### config.mk
export PLATFORM = sky130hd
export DESIGN_NAME = epp_slave_ctrl
export DESIGN_NICKNAME = d
export VERILOG_FILES = /design/src/rtl/epp_slave_ctrl.sv
export SDC_FILE = /design/constraint.sdc
export NUM_CORES = 1
export LEC_CHECK = 0
export CAP_MARGIN = 20
export CELL_PAD_IN_SITES_DETAIL_PLACEMENT = 1
export CELL_PAD_IN_SITES_GLOBAL_PLACEMENT = 1
export CORE_ASPECT_RATIO = 1.25
export CORE_MARGIN = 8
export CORE_UTILIZATION = 23
export CTS_BUF_LIST = sky130_fd_sc_hd__clkbuf_4 sky130_fd_sc_hd__clkbuf_8
export CTS_CLUSTER_SIZE = 8
export DETAILED_ROUTE_END_ITERATION = 12
export PLACE_DENSITY_LB_ADDON = 0.1
export SYNTH_ARGS = -nofsm -noshare
export SYNTH_HDL_FRONTEND = slang
export SYNTH_SLANG_ARGS = --single-unit
### constraint.sdc
create_clock -name clk -period 2.85 [get_ports clk]
set_input_delay 0.57 -clock clk [delete_from_list [all_inputs] [get_ports clk]]
set_output_delay 0.57 -clock clk [all_outputs]
set_load 0.01 [all_outputs]
### src/rtl/epp_slave_ctrl.sv
// -----------------------------------------------------------------------------
// epp_slave_ctrl
//
// EPP (IEEE 1284) slave handshake controller. Synchronises the asynchronous
// host strobes, runs the address/data read/write handshake with the host,
// holds the EPP address register and drives the data strobe / write qualifier
// consumed by the downstream BRAM communication controller.
//
// Ports
//   clk, rst_n        system clock, synchronous active-low reset
//   astb_n, dstb_n    host address / data strobes (async, active low)
//   pwr               host write flag (async): 0 = write, 1 = read
//   pdb_in            host data bus, input side (sampled raw)
//   pdb_out, pdb_oe   host data bus, output side and its drive enable
//   pwait             EPP wait / acknowledge to the host
//   addr_reg          EPP address register (to downstream address input)
//   wr_data           data latched from the host (to downstream data input)
//   rd_data           read data returned by the downstream controller
//   stb_data          downstream data strobe, idle high
//   ctrl_wr           downstream write qualifier, 0 = write, idle high
//   err               one-cycle pulse on protocol error or HOLD timeout
// -----------------------------------------------------------------------------
module epp_slave_ctrl #(
    parameter int SYNC_STAGES = 2,
    parameter int RD_LAT      = 2,
    parameter int TIMEOUT     = 1024
) (
    input  logic       clk,
    input  logic       rst_n,
    input  logic       astb_n,
    input  logic       dstb_n,
    input  logic       pwr,
    input  logic [7:0] pdb_in,
    output logic [7:0] pdb_out,
    output logic       pdb_oe,
    output logic       pwait,
    output logic [7:0] addr_reg,
    output logic [7:0] wr_data,
    input  logic [7:0] rd_data,
    output logic       stb_data,
    output logic       ctrl_wr,
    output logic       err
);

    // Parameters are clamped to their legal minimums.
    localparam int SS = (SYNC_STAGES < 2) ? 2 : SYNC_STAGES;
    localparam int RL = (RD_LAT < 1) ? 1 : RD_LAT;
    localparam int TO = (TIMEOUT < 2) ? 2 : TIMEOUT;
    localparam int LW = $clog2(RL + 2);
    localparam int TW = $clog2(TO);

    localparam logic [LW-1:0] LAT_CAP  = LW'(RL - 1);
    localparam logic [LW-1:0] LAT_DONE = LW'(RL);
    localparam logic [TW-1:0] TMO_LAST = TW'(TO - 1);

    localparam logic [2:0] S_IDLE = 3'd0;
    localparam logic [2:0] S_A_WR = 3'd1;
    localparam logic [2:0] S_A_RD = 3'd2;
    localparam logic [2:0] S_D_WR = 3'd3;
    localparam logic [2:0] S_D_RD = 3'd4;
    localparam logic [2:0] S_HOLD = 3'd5;
    localparam logic [2:0] S_REL  = 3'd6;

    // Synchronisers
    logic [SS-1:0] astb_sync_q;
    logic [SS-1:0] dstb_sync_q;
    logic [SS-1:0] pwr_sync_q;
    logic          astb_s;
    logic          dstb_s;
    logic          pwr_s;

    assign astb_s = astb_sync_q[SS-1];
    assign dstb_s = dstb_sync_q[SS-1];
    assign pwr_s  = pwr_sync_q[SS-1];

    // FSM and datapath state
    logic [2:0]    state_q,    state_d;
    logic [LW-1:0] lat_q,      lat_d;
    logic [TW-1:0] tmo_q,      tmo_d;
    logic          is_addr_q,  is_addr_d;
    logic          lock_q,     lock_d;
    logic [7:0]    pdb_out_q,  pdb_out_d;
    logic          pdb_oe_q,   pdb_oe_d;
    logic          pwait_q,    pwait_d;
    logic [7:0]    addr_q,     addr_d;
    logic [7:0]    wr_data_q,  wr_data_d;
    logic          stb_q,      stb_d;
    logic          ctrl_wr_q,  ctrl_wr_d;
    logic          err_q,      err_d;

    // Strobe that opened the current transfer, read back as released (high).
    logic          open_stb_hi;
    assign open_stb_hi = is_addr_q ? astb_s : dstb_s;

    always_comb begin
        state_d   = state_q;
        lat_d     = lat_q;
        tmo_d     = tmo_q;
        is_addr_d = is_addr_q;
        lock_d    = lock_q;
        pdb_out_d = pdb_out_q;
        pdb_oe_d  = pdb_oe_q;
        pwait_d   = pwait_q;
        addr_d    = addr_q;
        wr_data_d = wr_data_q;
        stb_d     = stb_q;
        ctrl_wr_d = ctrl_wr_q;
        err_d     = 1'b0;

        case (state_q)
            S_IDLE: begin
                lat_d = '0;
                tmo_d = '0;
                if (lock_q) begin
                    // After a timeout or a double-strobe error, wait for the
                    // host to release everything so a stuck strobe cannot
                    // re-trigger a transfer or repeat the error pulse.
                    if (astb_s && dstb_s) begin
                        lock_d = 1'b0;
                    end
                end else if (!astb_s && !dstb_s) begin
                    err_d  = 1'b1;
                    lock_d = 1'b1;
                end else if (!astb_s) begin
                    is_addr_d = 1'b1;
                    if (!pwr_s) begin
                        addr_d  = pdb_in;
                        state_d = S_A_WR;
                    end else begin
                        pdb_out_d = addr_q;
                        pdb_oe_d  = 1'b1;
                        state_d   = S_A_RD;
                    end
                end else if (!dstb_s) begin
                    is_addr_d = 1'b0;
                    if (!pwr_s) begin
                        wr_data_d = pdb_in;
                        ctrl_wr_d = 1'b0;
                        state_d   = S_D_WR;
                    end else begin
                        stb_d   = 1'b0;
                        state_d = S_D_RD;
                    end
                end
            end

            S_A_WR, S_A_RD: begin
                pwait_d = 1'b1;
                state_d = S_HOLD;
            end

            S_D_WR: begin
                // ctrl_wr and wr_data are set up one cycle before the strobe
                // falls, so the BRAM sees stable data at its clock edge.
                if (lat_q == '0) begin
                    stb_d = 1'b0;
                    lat_d = LW'(1);
                end else begin
                    pwait_d = 1'b1;
                    state_d = S_HOLD;
                end
            end

            S_D_RD: begin
                lat_d = lat_q + LW'(1);
                if (lat_q == LAT_CAP) begin
                    pdb_out_d = rd_data;
                    pdb_oe_d  = 1'b1;
                end
                // One extra cycle so the data is set up before the acknowledge.
                if (lat_q == LAT_DONE) begin
                    pwait_d = 1'b1;
                    state_d = S_HOLD;
                end
            end

            S_HOLD: begin
                tmo_d = tmo_q + TW'(1);
                if (open_stb_hi || (tmo_q == TMO_LAST)) begin
                    pwait_d  = 1'b0;
                    pdb_oe_d = 1'b0;
                    stb_d    = 1'b1;
                    tmo_d    = '0;
                    state_d  = S_REL;
                    if (!open_stb_hi) begin
                        err_d  = 1'b1;
                        lock_d = 1'b1;
                    end
                end
            end

            S_REL: begin
                // ctrl_wr returns high one cycle after stb_data rises so the
                // downstream controller sees a qualified rising edge.
                ctrl_wr_d = 1'b1;
                state_d   = S_IDLE;
            end

            default: begin
                state_d = S_IDLE;
            end
        endcase
    end

    always_ff @(posedge clk) begin
        if (!rst_n) begin
            astb_sync_q <= '1;
            dstb_sync_q <= '1;
            pwr_sync_q  <= '1;
            state_q     <= S_IDLE;
            lat_q       <= '0;
            tmo_q       <= '0;
            is_addr_q   <= 1'b0;
            lock_q      <= 1'b0;
            pdb_out_q   <= 8'h00;
            pdb_oe_q    <= 1'b0;
            pwait_q     <= 1'b0;
            addr_q      <= 8'h00;
            wr_data_q   <= 8'h00;
            stb_q       <= 1'b1;
            ctrl_wr_q   <= 1'b1;
            err_q       <= 1'b0;
        end else begin
            astb_sync_q <= {astb_sync_q[SS-2:0], astb_n};
            dstb_sync_q <= {dstb_sync_q[SS-2:0], dstb_n};
            pwr_sync_q  <= {pwr_sync_q[SS-2:0], pwr};
            state_q     <= state_d;
            lat_q       <= lat_d;
            tmo_q       <= tmo_d;
            is_addr_q   <= is_addr_d;
            lock_q      <= lock_d;
            pdb_out_q   <= pdb_out_d;
            pdb_oe_q    <= pdb_oe_d;
            pwait_q     <= pwait_d;
            addr_q      <= addr_d;
            wr_data_q   <= wr_data_d;
            stb_q       <= stb_d;
            ctrl_wr_q   <= ctrl_wr_d;
            err_q       <= err_d;
        end
    end

    assign pdb_out  = pdb_out_q;
    assign pdb_oe   = pdb_oe_q;
    assign pwait    = pwait_q;
    assign addr_reg = addr_q;
    assign wr_data  = wr_data_q;
    assign stb_data = stb_q;
    assign ctrl_wr  = ctrl_wr_q;
    assign err      = err_q;

endmodule

## Word level (Yosys, flattened, before mapping)

Index checks and enable logic that the tools add are counted.

- Memories kept: 0
- Memory bits (writable): 0
- Word-level logic and storage cells: 130
- ROM bits: 0
- Flip-flop bits (word level): 52
- Input bits: 21
- Output and inout bits: 29
- Bits in latches: 0

- Multipliers: 0
- Multiplexer cells: 57
- Bitwise operators: 5
- Eq/ne operators: 24
- Add/sub/neg operators: 2
- Shifts and indexed selects: 0
- Order comparisons: 0
- Div/mod/pow operators: 0
- Reduce and logical (&&, ||, !) cells: 26

Operators by type and width:

| cell | number |
|---|---|
| 8-bit two-way mux | 5 |
| 1-bit two-way mux | 31 |
| 2-bit != test, second input constant | 14 |
| 3-bit two-way mux | 8 |
| 6-bit AND reduction | 4 |
| 10-bit case mux with 2 select lines | 1 |
| 8-bit case mux with 2 select lines | 1 |
| 3-bit case mux with 5 select lines | 1 |
| 10-bit by 1-bit adder with 10-bit output, second input constant | 1 |
| 10-bit == test, second input constant | 1 |
| 10-bit two-way mux | 1 |
| 3-bit == test, second input constant | 3 |
| 3-bit nonzero test | 3 |
| 4-bit AND reduction | 2 |
| 8-bit AND reduction | 1 |
| 7-bit AND reduction | 1 |
| 3-bit by 2-bit == test with 1-bit output, second input constant | 2 |
| 1-bit case mux with 2 select lines | 3 |
| 1-bit case mux with 3 select lines | 2 |
| 2-bit case mux with 3 select lines | 1 |
| 2-bit nonzero test | 3 |
| 1-bit inverter | 5 |
| 5-bit AND reduction | 1 |
| 2-bit two-way mux | 2 |
| other kinds (15) | 17 |

## Depth between registers and ports, before layout

Gate-level depths: netlist (run 1).

- Word-level depth: 6
- Gate-level depth with buffers: 9
- Depth with buffers taken out: 7

## Worst setup path after synthesis (run 1)

OpenSTA, ideal clock, no wires.

- Path kind: register to register
- Start point: register state_q[1]
- End point: register wr_data_q[0], in the netlist wr_data[0]
- Arrival: 1.449 ns
- Required time: 2.722 ns
- Library setup time: 0.128 ns
- Cell stages (with the launch flop): 8
- Clock period less this slack: 1.576 ns
- Slack: 1.274 ns
- Buffers on the path: 2
- Cells stage by stage: dfxtp_1 -> buf_6 -> nor4_4 -> nand2_1 -> or3_1 -> buf_6 -> mux2i_1 -> nor2_1

- Word-level cells in the longest chain between the ends: 2

RTL lines:

| item | RTL line | source |
|---|---|---|
| start: declaration | 77 | `logic [2:0] state_q, state_d;` |
| start signal: assignment | 227 | `state_q <= state_d;` |
| 3-bit zero test | 110 | `case (state_q)` |
| 6-bit AND reduction (no line) | -- |  |
| end signal: assignment | 236 | `wr_data_q <= wr_data_d;` |
| end: declaration | 86 | `logic [7:0] wr_data_q, wr_data_d;` |

Every way passes these cells.
A chain may end at the register's enable or synchronous reset.

## Final worst setup path (run 1)

- Start point: register state_q[0]
- End point: register state_q[1]

- Word-level cells in the longest chain between the ends: 3
- Elaborated cells on any way between the ends: 15
- Classes of those cells: eq/ne (11); mux (1); reduce/logical (3)

RTL lines:

| item | RTL line |
|---|---|
| 3-bit by 1-bit == test with 1-bit output, or another cell as far along | 110 |
| 2-bit OR reduction, or another cell as far along | 110 |
| 3-bit case mux with 5 select lines or 6-bit AND reduction (tied branches) | -- |

Several ways; a longest one is shown, not always the timed one.

==> results of run 1 <==
-- routing by layer --
metal / wire length [um] / vias up / GRT usage
li1: - / 990 / -
met1: 2990 / 936 / 0.117
met2: 3290 / 40 / 0.168
met3: 423 / 5 / 0.0286
met4: 85 / 0 / 0.0344
met5: 0 / - / 0
-- final cells by class --
type                            count  area (um2)
Multi-Input combinational cell    185        1250
Fill cell                        1186        7060
Clock buffer                        6        76.3
Timing Repair Buffer               54         528
Clock inverter                      2        16.3
Tap cell                          129         161
Inverter                            6        22.5
Sequential cell                    52        1040
-- power by group through the flow --
stage | sequential [uW] | clock [uW] | combinational, uW
finish | 957 | 436 | 809
global route | 980 | 493 | 901
floorplan | 916 | 0 | 629
detailed placement | 979 | 0 | 829
global placement | 978 | 0 | 825
CTS | 962 | 475 | 833
-- cells by family (layout without fill, tap and decap cells) --
group           Yosys count  count (layout)  synth area share
xor+xnor                  6               6            0.0218
mux                      27              27             0.112
fa+ha+maj                 6               6            0.0312
flops                    52              52             0.433
compound gates           46              46             0.147
simple gates            100             100             0.206
buf+inv                  21              68            0.0489
-- cells in the mapped netlist (2+ instances only) --
library cell / count
buf_6: 3
dfxtp_1: 52
buf_4: 3
o211ai_1: 2
mux2i_1: 27
a21oi_1: 5
buf_2: 4
nand2_1: 23
a311oi_1: 2
xnor2_1: 2
nand3_1: 4
o21ai_1: 2
o211a_1: 2
nand4_1: 3
a31oi_1: 3
xor2_1: 4
inv_1: 6
a211oi_1: 8
a21o_1: 3
ha_1: 6
and3_1: 4
o21ai_0: 8
clkbuf_1: 5
o41ai_2: 3
nor2_1: 41
nand2b_1: 8
or3_1: 3
and4_1: 2
-- critical path, cell delays in order, from the launching register on --
cell,delay (ns)
dfxtp_1,0.74
or3b_1,0.63
o2bb2ai_2,0.15
a21oi_2,0.18
nand2_2,0.12
o41ai_2,0.26
-- how the worst min path moves through the flow --
stage	startpoint	end	slack [ns]	cells after the start
after detailed placement	astb_sync_q[0]$_SDFF_PN1_	astb_sync_q[1]$_SDFF_PN1_	0.40	1
after floorplan	astb_sync_q[0]$_SDFF_PN1_	astb_sync_q[1]$_SDFF_PN1_	0.39	1
after global placement	dstb_sync_q[0]$_SDFF_PN1_	dstb_sync_q[1]$_SDFF_PN1_	0.39	1
after global routing	dstb_sync_q[0]$_SDFF_PN1_	dstb_sync_q[1]$_SDFF_PN1_	0.44	1
after CTS	astb_sync_q[0]$_SDFF_PN1_	astb_sync_q[1]$_SDFF_PN1_	0.42	1
final	astb_sync_q[0]$_SDFF_PN1_	astb_sync_q[1]$_SDFF_PN1_	0.42	1
-- layout by cell type, fill, tap and decap left out, types with 2 or more instances in the layout --
master,instances
dfxtp_1,52
clkdlybuf4s50_1,49
nor2_1,41
mux2i_1,27
nand2_1,23
o21ai_0,8
nand2b_1,8
a211oi_1,8
inv_1,6
ha_1,6
a21oi_1,5
clkbuf_8,5
buf_4,5
and3_1,4
nand3_1,4
xor2_1,4
a31oi_1,3
nand4_1,3
a21o_1,3
or3_1,3
o41ai_2,3
o211a_1,2
and4_1,2
a311oi_1,2
o21ai_1,2
o211ai_1,2
xnor2_1,2
-- through the flow --
step	instances	hold slack, ns
floorplan	258	0.386
global route	434	0.442
detailed placement	426	0.397
finish	434	0.417
CTS	434	0.421
global placement	426	0.391
==> metrics, run 1 <==
status completed; Post-Syn Instances 258; Reg power frac 0.435; most flop-heavy register tmo_q; CTS HTree Levels 2; die width 107 um; Least-Margin Pin Slew 0.655 ns; Yosys reg bits 52; Worst Path Required 3.07 ns; Internal Power 1380 uW; Layout Skew 0.00920 ns; Hold Vio Cnt, Final 0; R2R cell count 5; layout cells sized above 1 0.0787; worst r2r src state_q[0]$_SDFFE_PN0P_; root buffer cell clkbuf_8; initial antenna violation count 0; number of iterations in the first detailed-routing pass 4; fin nets 331; Reg-to-Reg End state_q[1]$_SDFFE_PN0P_; Switching Share 0.372; Mapped Area 0.00241 mm2; Clock Sinks 52; worst skew pair latency 0.31 ns; crit path time final 2.17 ns; DRC 0; Synth cell types 48; dominant cells by area after synthesis dfxtp_1, mux2i_1, nor2_1, nand2_1, ha_1; die area 0.0140 mm2; dpl cell area 0.00300 mm2; area share of the leading cell type in the synthesized netlist 0.433; flop-to-flop setup slack 0.68 ns; Port-buffer cells 49; Final WS setup 0.680 ns; clock network power share 0.198; class of the worst hold path flop to flop; first-pass GRT wire length around 11000 um; Worst VDD drop 0.000237 V; cell area after layout 0.00309 mm2; Slew HR 0.564; sequential element share of the synthesized area 0.433; synth-to-layout area growth 28.5%; power density cells between 700 and 800 mW/mm2; CP max FO 19; RSZ-0062 raised after global routing no; ys flop type dfxtp_1; post-CTS setup buffers 0; Setup crit start state_q[0]$_SDFFE_PN0P_; placed wire-length estimate 5030 um; vias in the first global route around 2100; period utilization 0.761; Final ANT Viol Nets 0; Final setup viols 0; Post-Syn Area per Cell 9.33 um2; critical path class flop to flop; Core ar. 0.0102 mm2; P_sw 819 uW; fmax roughly 460 MHz; Vias 1971; final core occ 0.305; routability cong. 0.677; CP Capture Type flop; # rows 41; leakage power between 0.001 and 0.0015 uW; post-CTS resize count 0; max-slew violation total from the final report 0; Synth warnings 0; # IOs 50; setup tns final 0 ns; Worst setup SP type flop; GRT Total Usage 0.0993; syn nets 285; Num CTS Buffers 5; maximum clock path buffer count 2; drt first-iter violations 37; WP data arrival 2.39 ns; n_diodes 0; routed wire length per instance 15.6 um; Die Y-Extent 130 um; total global routing overflow 0; EDFF count, synth 0; combinational share of power 0.367; max reg flops 10; Worst-path clk slew 0.09 ns; pre-CTS WS roughly 0.62 ns; largest net degree at the start of global routing 26; Overall Power about 2200 uW; CTS tree built; Post-synth ARST share 0; crit path capture state_q[1]$_SDFFE_PN0P_; total wire length 6790 um; starting density of the core 0.237; area leader, netlist dfxtp_1; via density per instance ~4.5; max-cap violations 0; CTS Hold Bufs 0
Power figures use the tool's default switching activity.
==> inputs of run 2 (changes only) <==
- clock period: 2.85 -> 2.18 ns (I/O delays scaled with it)
==> run 2 against run 1 <==
Effect of this change:
- register-to-register slack got worse by 0.38 ns
- combinational power grew 41%
- maximum frequency up 15%
- die area unchanged
- power up 33%
- cell count is 0.92% higher
- critical path type unchanged
- highest routed layer unchanged
==> metrics, run 2 (same netlist as run 1, synthesis figures left out) <==
Port-buffer cells 49; P_sw about 1100 uW; worst skew pair latency 0.31 ns; layout cells sized above 1 0.0906; max reg flops 10; die area 0.0140 mm2; initial antenna violation count 0; first-pass GRT wire length 10900 um; synth-to-layout area growth 30.3%; post-CTS resize count 0; fillers 1183; Num CTS Buffers 5; Layout Skew roughly 0.012 ns; Slew HR 0.605; total global routing overflow 0; Final ANT Viol Nets 0; power density cells 936 mW/mm2; Worst setup SP type flop; CP Capture Type flop; Hold Vio Cnt, Final 0; # rows 41; most flop-heavy register tmo_q; Die Y-Extent 130 um; largest net degree at the start of global routing 26; drt first-iter violations 31; maximum clock path buffer count 2; Multi-input gate area 0.00125 mm2; Overall Power 2940 uW; via density per instance 4.47; post-CTS setup buffers 0; crit path time final 1.89 ns; max-cap violations 0; number of iterations in the first detailed-routing pass 4; leakage power roughly 0.0012 uW; Worst-path clk slew 0.10 ns; Worst VDD drop around 0.00026 V; critical path class flop to flop; RSZ-0062 raised after global routing no; vias in the first global route 2097; Least-Margin Pin Slew just under 0.6 ns; Worst Path Required approximately 2.4 ns; routed wire length per instance roughly 15 um; status completed; Register Area 0.00104 mm2; n_diodes 0; GRT Total Usage 0.0988; CTS Hold Bufs 0; CTS tree built; combinational share of power 0.387; placed wire-length estimate 5120 um; fmax ~530 MHz; final core occ 0.309; # IOs 50; period utilization 0.865; clock network power share 0.199; Vias 1956; routability cong. 0.717; Reg power frac 0.414; WP data arrival 2.08 ns; CP max FO 16; Core ar. between 0.01 and 0.015 mm2; class of the worst hold path flop to flop; Switching Share 0.373; DRC 0; starting density of the core 0.237; Clock Sinks 52; Internal Power 1840 uW; setup tns final 0 ns; CTS HTree Levels 2; commonest non-fill, non-tap cells in the layout dfxtp_1, clkdlybuf4s50_1, nor2_1; fin nets around 340; commonest non-fill, non-tap cell in the layout dfxtp_1; root buffer cell clkbuf_8; max-slew violation total from the final report 0; Final setup viols 0; total wire length 6750 um; die width ~110 um
run 2: cell types whose count changed in the layout (fill, tap and decap cells not counted):
cell	delta
buf_12	+1
buf_4	+3
run 2: through the flow:
step                      instances  setup WS, ns  hold slack, ns  instance area, um2
after global placement          430         0.356           0.389                3040
after floorplan                 258         0.604           0.386                2410
final                           438         0.295           0.425                3140
after CTS                       438         0.309           0.426                3140
after global routing            438         0.152           0.440                3140
after detailed placement        430         0.316           0.402                3040
run 2: metal layers:
layer,vias up,wire [um],GRT usage
met5,-,0,0
met4,0,73,0.0295
met3,5,286,0.0237
met2,38,3250,0.173
met1,915,3130,0.116
li1,998,-,-
run 2: final cells by class:
type                    count  share of cell area
clock inverters             2             0.00519
clock buffers               6              0.0243
repair buffers             58               0.182
flip-flops and latches     52               0.332
inverters                   6             0.00718
multi-input cells         185               0.398
well taps                 129              0.0515
run 2: worst max-delay path: stages, from the launching register on:
cell	delay [ns]
dfxtp_1	0.71
nand2b_1	0.27
o21ai_1	0.09
and3_1	0.22
o41ai_2	0.38
nor2_1	0.08
run 2: path summary, 6_finish.rpt:
kind	startpoint	end	slack, ns	depth (start not counted)
max	state_q[2]$_SDFFE_PN0P_	pwait$_SDFFE_PN0P_	0.29	5
max reg2reg	state_q[2]$_SDFFE_PN0P_	pwait$_SDFFE_PN0P_	0.29	5
min	astb_sync_q[0]$_SDFF_PN1_	astb_sync_q[1]$_SDFF_PN1_	0.42	1
min reg2reg	astb_sync_q[0]$_SDFF_PN1_	astb_sync_q[1]$_SDFF_PN1_	0.42	1
run 2: power groups by stage:
| stage | Clock, uW | Combinational, uW | Sequential (uW) |
|---|---|---|---|
| floorplan | 0 | 822 | 1200 |
| global placement | 0 | 1170 | 1230 |
| detailed placement | 0 | 1170 | 1240 |
| CTS | 623 | 1170 | 1220 |
| global route | 656 | 1270 | 1240 |
| finish | 583 | 1140 | 1220 |
==> inputs of run 3 (changes only) <==
- CTS_BUF_LIST: sky130_fd_sc_hd__clkbuf_4 sky130_fd_sc_hd__clkbuf_8 -> sky130_fd_sc_hd__clkbuf_16
==> run 3 against run 2 <==
Effect of this change:
- worst setup slack improved by 0.039 ns
- cell count did not move
- global-route usage is 0.062 points higher
- sequential power about the same
- clock power up 36%
- register-to-register slack better by 0.04 ns
- maximum frequency is 2.1% higher
- combinational power barely moved
- power grew 7.0%
==> metrics, run 3 (same netlist as run 1, synthesis figures left out) <==
die area 0.0140 mm2; synth-to-layout area growth 32.5%; class of the worst hold path flop to flop; cell area after layout about 0.0032 mm2; routed wire length per instance 15.4 um; CTS HTree Levels 2; fmax 542 MHz; Register Area 0.00104 mm2; max-slew violation total from the final report 0; Least-Margin Pin Slew 0.563 ns; wire length on met1 3140 um; final core occ 0.314; cells along the critical path nand2b_1 > o21ai_1 > and3_1 > o41ai_2 > nor2_1; Worst-path clk slew 0.07 ns; post-CTS resize count 0; Die Y-Extent 130 um; Final ANT Viol Nets 0; DR WL met3 262 um; total wire length 6750 um; vias in the first global route 2119; placed wire-length estimate 5120 um; Vias about 2000; CP max-delay cell dfxtp_1; commonest non-fill, non-tap cell in the layout dfxtp_1; commonest non-fill, non-tap cells in the layout dfxtp_1, clkdlybuf4s50_1, nor2_1; # IOs 50; drt first-iter violations 27; Slew HR 0.624; # rows 41; WP data arrival 2.02 ns; met2 routed WL 3240 um; Worst VDD drop 0.000290 V; max-cap violations 0; layout cells sized above 1 0.0874; power density cells between 900 and 1000 mW/mm2; die width 107 um; leakage power between 0.001 and 0.0015 uW; starting density of the core 0.237; CTS tree built; Clock Sinks 52; DRC 0; GRT Total Usage 0.0994; root buffer cell clkbuf_16; Core ar. 0.0102 mm2; via density per instance 4.49; first-pass GRT wire length 10900 um; worst skew pair latency 0.29 ns; setup tns final 0 ns; total global routing overflow 0; RSZ-0062 raised after global routing no; dpl cell area 0.00304 mm2; Port-buffer cells 49; largest net degree at the start of global routing 26; Top Layer Used met4; status completed; post-CTS setup buffers 0; fin nets between 300 and 400; CP Capture Type flop; number of iterations in the first detailed-routing pass 4; Layout Skew 0.00782 ns; period utilization 0.847; Num CTS Buffers 5; initial antenna violation count 0; routability cong. 0.717; Final setup viols 0; n_diodes 0; Worst Path Required 2.35 ns; fillers 1179; most flop-heavy register tmo_q; CTS Hold Bufs 0; critical path class flop to flop; maximum clock path buffer count 2; Multi-input gate area 0.00125 mm2; CP max FO 16; Worst setup SP type flop; max reg flops 10; CP peak stage delay between 0.6 and 0.7 ns; crit path time final around 1.8 ns; Hold Vio Cnt, Final 0; flop-to-flop setup slack 0.33 ns
## run 3: cell types whose count changed in the layout (fill, tap and decap cells not counted)
cell       change
clkbuf_16      +5
clkbuf_4       -1
clkbuf_8       -5
inv_1          +1
## run 3: worst paths after layout
check | start | endpoint | cells after the start
min reg2reg | astb_sync_q[0]$_SDFF_PN1_ | astb_sync_q[1]$_SDFF_PN1_ | 1
max | state_q[2]$_SDFFE_PN0P_ | pwait$_SDFFE_PN0P_ | 5
min | astb_sync_q[0]$_SDFF_PN1_ | astb_sync_q[1]$_SDFF_PN1_ | 1
max reg2reg | state_q[2]$_SDFFE_PN0P_ | pwait$_SDFFE_PN0P_ | 5
## run 3: cell type report
type                       count  share of cell area
clock inverter                 3             0.00628
clock buffer                   5              0.0392
timing repair buffer          58               0.179
multi-input combinational    185               0.391
tap                          129              0.0506
sequential                    52               0.327
inverter                       6             0.00706
## run 3: per-layer routing
metal | vias up | global-route usage
li1 | 997 | -
met1 | 925 | 0.117
met2 | 37 | 0.173
met3 | 9 | 0.0178
met4 | 0 | 0.0417
met5 | - | 0
## run 3: power by group
group          total (uW)  switching [uW]  leakage, uW  internal, uW
Combinational        1140             606     0.000780           530
Clock                 792             367    0.0000712           424
Sequential           1210             147     0.000423          1070
## run 3: through the flow
step                hold WS [ns]  setup slack (ns)  instances  total power (uW)
finish                     0.417             0.334        438              3140
global placement           0.389             0.356        430              2400
detailed placement         0.402             0.316        430              2410
CTS                        0.419             0.315        438              3230
floorplan                  0.386             0.604        258              2020
global route               0.431             0.161        438              3380
## run 3: critical path, delay by kind of cell, from the launching register on
kind | cells | cell delay [ns]
simple gates | 3 | 0.57
compound gates | 2 | 0.46
flops | 1 | 0.68
